===== config.mk =====
export PLATFORM = sky130hd
export DESIGN_NAME = watchdog_reset_gen
export DESIGN_NICKNAME = d
export VERILOG_FILES = /design/src/rtl/watchdog_reset_gen.sv
export SDC_FILE = /design/constraint.sdc
export NUM_CORES = 1
export LEC_CHECK = 0
export BUFFER_PORTS_ARGS = -buffer_cell sky130_fd_sc_hd__clkbuf_2
export CORE_MARGIN = 2
export CORE_UTILIZATION = 30
export DETAILED_ROUTE_END_ITERATION = 12
export PLACE_DENSITY = 0.49
export SETUP_SLACK_MARGIN = 0.4
export SYNTH_ARGS = -nofsm -noshare
export SYNTH_HDL_FRONTEND = slang
export SYNTH_SLANG_ARGS = --single-unit
export TNS_END_PERCENT = 50

===== constraint.sdc =====
create_clock -name clk -period 4.69 [get_ports clk]
set_input_delay 0.469 -clock clk [delete_from_list [all_inputs] [get_ports clk]]
set_output_delay 0.469 -clock clk [all_outputs]
set_load 0.01 [all_outputs]

===== src/rtl/watchdog_reset_gen.sv =====
// Kickable watchdog: warns ahead of the timeout, then requests a fixed-width user_rst pulse.
// States: IDLE 00 disarmed | RUN 01 counting | WARN 10 near timeout | FIRE 11 driving user_rst
module watchdog_reset_gen #(
  parameter int unsigned N          = 32,
  parameter int unsigned FREQ       = 50,
  parameter int unsigned TIMEOUT_MS = 1000,
  parameter int unsigned WARN_MS    = 100,
  parameter int unsigned PULSE_CYC  = 16,
  // cycles per ms per MHz; only lowered to shrink the time base in fast simulations
  parameter int unsigned CYC_PER_MS = 1000
) (
  input  logic       clk,
  input  logic       rst_n,
  input  logic       wdt_en,
  input  logic       kick,
  output logic       user_rst,
  output logic       wdt_warn,
  output logic [1:0] wdt_state,
  output logic [7:0] trip_cnt
);

  localparam int unsigned TO_CYC   = TIMEOUT_MS * CYC_PER_MS * FREQ;
  localparam int unsigned WARN_CYC = (TIMEOUT_MS - WARN_MS) * CYC_PER_MS * FREQ;
  localparam logic [N-1:0] TO_LAST   = N'(TO_CYC - 1);
  localparam logic [N-1:0] WARN_LAST = N'(WARN_CYC - 1);
  localparam int PW = $clog2(PULSE_CYC + 1);
  localparam logic [PW-1:0] PULSE_END = PW'(PULSE_CYC);

  localparam logic [1:0] S_IDLE = 2'b00;
  localparam logic [1:0] S_RUN  = 2'b01;
  localparam logic [1:0] S_WARN = 2'b10;
  localparam logic [1:0] S_FIRE = 2'b11;

  logic [1:0]    state;
  logic [N-1:0]  cnt;
  logic [PW-1:0] pcnt;
  logic          kick_q;
  logic          kick_ev;

  assign kick_ev   = kick & ~kick_q;
  assign wdt_state = state;

  always_ff @(posedge clk) begin
    if (!rst_n) begin
      state    <= S_IDLE;
      cnt      <= '0;
      pcnt     <= '0;
      kick_q   <= 1'b0;
      user_rst <= 1'b0;
      wdt_warn <= 1'b0;
      trip_cnt <= 8'd0;
    end else begin
      kick_q <= kick;
      case (state)
        S_IDLE: begin
          cnt <= '0;
          if (wdt_en) state <= S_RUN;
        end
        S_RUN: begin
          if (!wdt_en) begin
            state <= S_IDLE;
            cnt   <= '0;
          end else if (kick_ev) begin
            cnt <= '0;
          end else begin
            cnt <= cnt + N'(1);
            if (cnt == WARN_LAST) begin
              state    <= S_WARN;
              wdt_warn <= 1'b1;
            end
          end
        end
        S_WARN: begin
          if (!wdt_en) begin
            state    <= S_IDLE;
            cnt      <= '0;
            wdt_warn <= 1'b0;
          end else if (kick_ev) begin
            state    <= S_RUN;
            cnt      <= '0;
            wdt_warn <= 1'b0;
          end else if (cnt == TO_LAST) begin
            // cnt holds here; FIRE clears it on exit
            state    <= S_FIRE;
            pcnt     <= '0;
            wdt_warn <= 1'b0;
            if (trip_cnt != 8'hFF) trip_cnt <= trip_cnt + 8'd1;
          end else begin
            cnt <= cnt + N'(1);
          end
        end
        S_FIRE: begin
          if (pcnt == PULSE_END) begin
            user_rst <= 1'b0;
            cnt      <= '0;
            state    <= wdt_en ? S_RUN : S_IDLE;
          end else begin
            pcnt     <= pcnt + PW'(1);
            user_rst <= 1'b1;
          end
        end
        default: state <= S_IDLE;
      endcase
    end
  end

endmodule


After elaboration in Yosys (flattened, before gate mapping)
Index checks and enable logic that the tools add are counted.
{"block": "word_totals", "out_inout_bits": 12, "elab_cells": 71, "reg_bits": 50, "inputBits": 4}
{"block": "op_classes", "bitwise_logic": 3, "muxes": 30, "n_reduce_logical": 8, "add_sub_neg": 3, "n_eq_ne": 20}
{"cell": "$mux W32", "n": 6}
{"cell": "$pmux W32 S4", "n": 1}
{"cell": "$eq A32 B26 Y1 const B", "n": 2}
{"cell": "$add A32 B1 Y32 const B", "n": 1}
{"cell": "$mux W5", "n": 4}
{"cell": "$reduce_and A5 Y1", "n": 4}
{"cell": "$ne A2 B2 Y1 const B", "n": 9}
{"cell": "$mux W2", "n": 8}
{"cell": "$pmux W5 S2", "n": 1}
{"cell": "$add A8 B1 Y8 const B", "n": 1}
{"cell": "$mux W1", "n": 8}
{"cell": "$ne A4 B4 Y1 const B", "n": 2}
{"cell": "$ne A8 B8 Y1 const B", "n": 1}
{"cell": "$pmux W2 S4", "n": 1}
{"cell": "$ne A3 B3 Y1 const B", "n": 2}
{"cell": "$add A5 B1 Y5 const B", "n": 1}
{"cell": "$eq A5 B5 Y1 const B", "n": 1}
{"cell": "$eq A2 B2 Y1 const B", "n": 2}
{"cell": "$reduce_bool A2 Y1", "n": 2}
{"cell": "$eq A2 B1 Y1 const B", "n": 1}
{"cell": "$logic_not A2 Y1", "n": 1}
{"cell": "$not A1 Y1", "n": 2}
{"cell": "$pmux W1 S2", "n": 1}
{"cell": "$reduce_and A2 Y1", "n": 1}
{"cell": "$and A1 B1 Y1", "n": 1}

Depth between registers and ports, before layout
{"block": "logic_depth", "word_depth": 5, "ltp_mapped": 9}

Least setup slack after synthesis
Ideal clock, no wire load.
{"block": "synth_path", "path_type": "flip-flop to flip-flop", "startpoint": "register cnt[0]", "endpoint": "register trip_cnt[7]", "path_stages_with_launch": 9, "setup_ps": 72, "t_arrival_ps": 2334, "n_path_buf": 2, "period_less_slack_ps": 2405, "path_slack_ps": 2285, "path_cell_list": "dfxtp_1 ha_1 and3_1 nand3_1 buf_1 or4_4 buf_6 nor4_1 mux2i_1"}
{"block": "synth_between", "elab_chain_cells": 2}
{"item": "from (decl)", "line_no": "35", "text": "logic [N-1:0] cnt;"}
{"item": "from (signal assigned)", "line_no": "66", "text": "cnt <= cnt + N'(1);"}
{"item": "from (signal assigned)", "line_no": "89", "text": "cnt <= cnt + N'(1);"}
{"item": "$eq A32 B26 Y1", "line_no": "82", "text": "end else if (cnt == TO_LAST) begin"}
{"item": "$reduce_and A5 Y1 (no source line)"}
{"item": "to (signal assigned)", "line_no": "87", "text": "if (trip_cnt != 8'hFF) trip_cnt <= trip_cnt + 8'd1;"}
{"item": "to (decl)", "line_no": "19", "text": "output logic [7:0] trip_cnt"}
No other way between the ends.
A chain may end at the register's enable or synchronous reset.

Final worst setup path
{"block": "layout_path", "startpoint": "register cnt[20]", "endpoint": "register cnt[7]"}
{"block": "layout_between", "elab_chain_cells": 3}
{"item": "$eq A32 B26 Y1", "line_no": "82"}
{"item": "$ne A4 B4 Y1 (no source line)"}
{"item": "$reduce_and A2 Y1 (no source line)"}
No other way between the ends.

==> impl_metrics.yaml <==
timing:
  final_min_period_over_clock_period_pct: 62.7
  timing.fmax_ghz: 0.340
  worst-slew-pin-transition_ps: 1030
  rsz0062_at_grt: "false"
  setup_skew_after_layout_ps: 9.48
  setup_violations: 0
  number_of_max_slew_violations_in_the_final_report: 0
  slew_headroom_pct: 31.5
  fin_crit_ps: 2940
  final.setup.tns_ps: 0
  hold_viol: 0
global_routing:
  largest_net_degree_at_the_start_of_global_routing: 45
  antenna_violations_before_repair: 0
  track_usage_pct: 15.3
  grt_pass1_vias: 2646
  overflow: 0
  global_route_wire_length_before_repair_mm: 13.7
synthesis:
  syn_area_um2: 3000
  netlist-cell-type-count: 51
  synthesis.instances: 367
  synth_enable_flop_cells: 0
  synthesis.nets: 380
  synthMuxAreaShare_pct: 2.00
  fraction_of_the_mapped_netlist_area_in_compound_gates_pct: 19.0
  post_synth_and_or_nand_nor_area_fraction_pct: 35.7
  post_synth_xor_area_fraction_pct: 2.04
  ys.warnings.count: 0
  post_synth_fa_ha_maj_area_fraction_pct: 3.75
  ys_async_sr_fraction_pct: 0
  yosysSeqAreaShare_pct: 33.3
  dominant_combinational_cell_family_by_area_after_synthesis: "simple AND/OR/NAND/NOR gates"
  syn-mean-instance-area_um2: 8.18
  synth-seq-cells: 50
  ys.flop_type: "sky130_fd_sc_hd__dfxtp_1"
die:
  initial_utilization_pct: 30.9
  std_cell_core_area_um2: 9730
  floorplan.io_pins: 16
  floorplan.die_area_um2: 10800
  dieHeight_um: 104
  die_width_um: 104
  core.rowCount: 36
clock_tree:
  clk_pin_slew_worst_paths_ps: 100
  clk_latency_ps: 310
  post-cts-setup-buffers: 0
  ctsHoldBuffers: 0
  cts_inserted_buffers: 5
  cts.path.max_buffers: 2
  post_cts.resized_instances: 0
  cts_max_level: 2
  clkSinkCount: 50
  clock-root-buffer: "sky130_fd_sc_hd__clkbuf_8"
  clock_tree_from_tritoncts: "built"
setup_path:
  path_buf_inv: 0
  worst_r2r_startpoint: "cnt[20]"
  cp_cell_sequence: "nand4_1 -> or4_1 -> or4_4 -> nand3_1 -> o32ai_1"
  cpMaxStageDelayCell: "sky130_fd_sc_hd__or4_1"
  setup.worst_path.end_class: "flip-flop"
  r2r_cells: 5
  timing.rr.end: "cnt[7]"
  critical_path_arrival_ps: 3120
  regToRegSetupSlack_ps: 1750
  cp-start-kind: "flip-flop"
  timing.critical_path.max_delay_family: "simple AND/OR/NAND/NOR gates"
  worst_path_maximum_fanout: 12
  required_ps: 4870
  critical-path-max-stage-delay_ps: 740
  critPathKind: "reg -> reg"
detailed_routing:
  detail_route.iter0.violations: 234
  vias_per_cell: 5.71
  num_vias: 2884
  drc_errors: 0
  first_pass_iters: 4
  avgRoutedWirePerCell_um: 16.4
  routed_wl_mm: 8.27
  final_antenna_net_count: 0
min_path:
  timing.hold.worst_path_depth: 2
  worst_hold_path_type: "in -> reg"
  timing.hold.worst.start: "kick"
  hold-path-endpoint: "kick_q"
place:
  post_dp_cell_area_um2: 3190
  detailedPlacementHpwl_mm: 5.57
  place.port_buffers: 15
  gp_routability_congestion: 0.761
  place_inst: 497
job:
  timing.max_cap.violations: 0
power:
  power_density_nw_per_um2: 240
  peakVddDrop_mv: 0.116
  total_leakage_power_nw: 1.02
final_layout:
  layout.cells.non_filler: 505
  post_route_cells_drive_above_1_share_pct: 9.68
  layout.cells.most_common: "sky130_fd_sc_hd__dfxtp_1"
  finish.instance_area_um2: 3290
  layout_common_cells: "50 x sky130_fd_sc_hd__dfxtp_1, 28 x sky130_fd_sc_hd__nand2_1, 24 x sky130_fd_sc_hd__nand3_1, 23 x sky130_fd_sc_hd__a21oi_1, 22 x sky130_fd_sc_hd__nand4_1"
  final_nets: 384
  syn2layout_area_growth_pct: 9.42
  antennaDiodeCount: 0
status:
  status: "complete, no violations"
worst max path at each step:
stage	start	end	cells after the start	slack, ps
after global placement	cnt[0]	cnt[7]	6	1830
after floorplan	cnt[0]	trip_cnt[7]	8	2280
after CTS	cnt[20]	cnt[7]	5	1760
final	cnt[20]	cnt[7]	5	1750
after detailed placement	cnt[0]	cnt[16]	6	1780
after global routing	cnt[0]	cnt[7]	6	1550
layer usage:
layer	vias to the layer above	track usage (%)	share of wire, %
li1	1430	-	-
met1	1413	20.8	49
met2	35	25.4	48
met3	6	1.94	2.3
met4	0	4.25	1.2
met5	-	0	0
logic make-up (layout without fill, tap and decap cells):
kind of cell | count (synthesis) | count (layout)
compound gates | 84 | 84
xor+xnor | 7 | 7
fa+ha+maj | 9 | 9
buf+inv | 31 | 36
flops | 50 | 50
mux | 6 | 6
simple gates | 180 | 180
Yosys cell counts, drive strengths merged (10+ instances only):
cell | n | share of area, %
dfxtp | 50 | 33
nor4 | 11 | 3.2
o21ai | 15 | 2.5
nand4 | 23 | 5.0
or4 | 10 | 2.8
clkbuf | 16 | 2.0
a21oi | 23 | 3.8
nand2 | 28 | 3.5
nor2 | 19 | 2.4
or3 | 10 | 2.2
inv | 10 | 1.3
nand3 | 24 | 4.0
nor3 | 10 | 1.7
metrics by stage:
stage / hold slack [ps] / setup WS, ps / total power, mW / util (%)
after global placement: 453 / 1830 / 0.522 / 32.8
after detailed placement: 460 / 1780 / 0.523 / 32.8
after global routing: 375 / 1550 / 0.826 / 33.8
final: 377 / 1750 / 0.788 / 33.8
after CTS: 381 / 1760 / 0.802 / 33.8
after floorplan: 448 / 2280 / 0.499 / -
where the power goes:
group          switching, mW  internal, mW  total [mW]  leakage (nW)
sequential           0.00604         0.429       0.435         0.403
clock                  0.156         0.119       0.275        0.0472
combinational         0.0513        0.0263      0.0776         0.573
final cells by class:
type / instances / area, um^2
Fill cell: 1062 / 6440
Multi-Input combinational cell: 286 / 1890
Sequential cell: 50 / 1000
Tap cell: 133 / 166
Timing Repair Buffer: 18 / 97.6
Clock buffer: 6 / 82.6
Inverter: 10 / 37.5
Clock inverter: 2 / 12.5
registers in the layout (all words and copies together), names as in the netlist:
register / cells
cnt: 32
trip_cnt: 8
pcnt: 5
wdt_state: 2
kick_q: 1
user_rst: 1
wdt_warn: 1
Note: power is estimated with default switching activity, not from simulation.
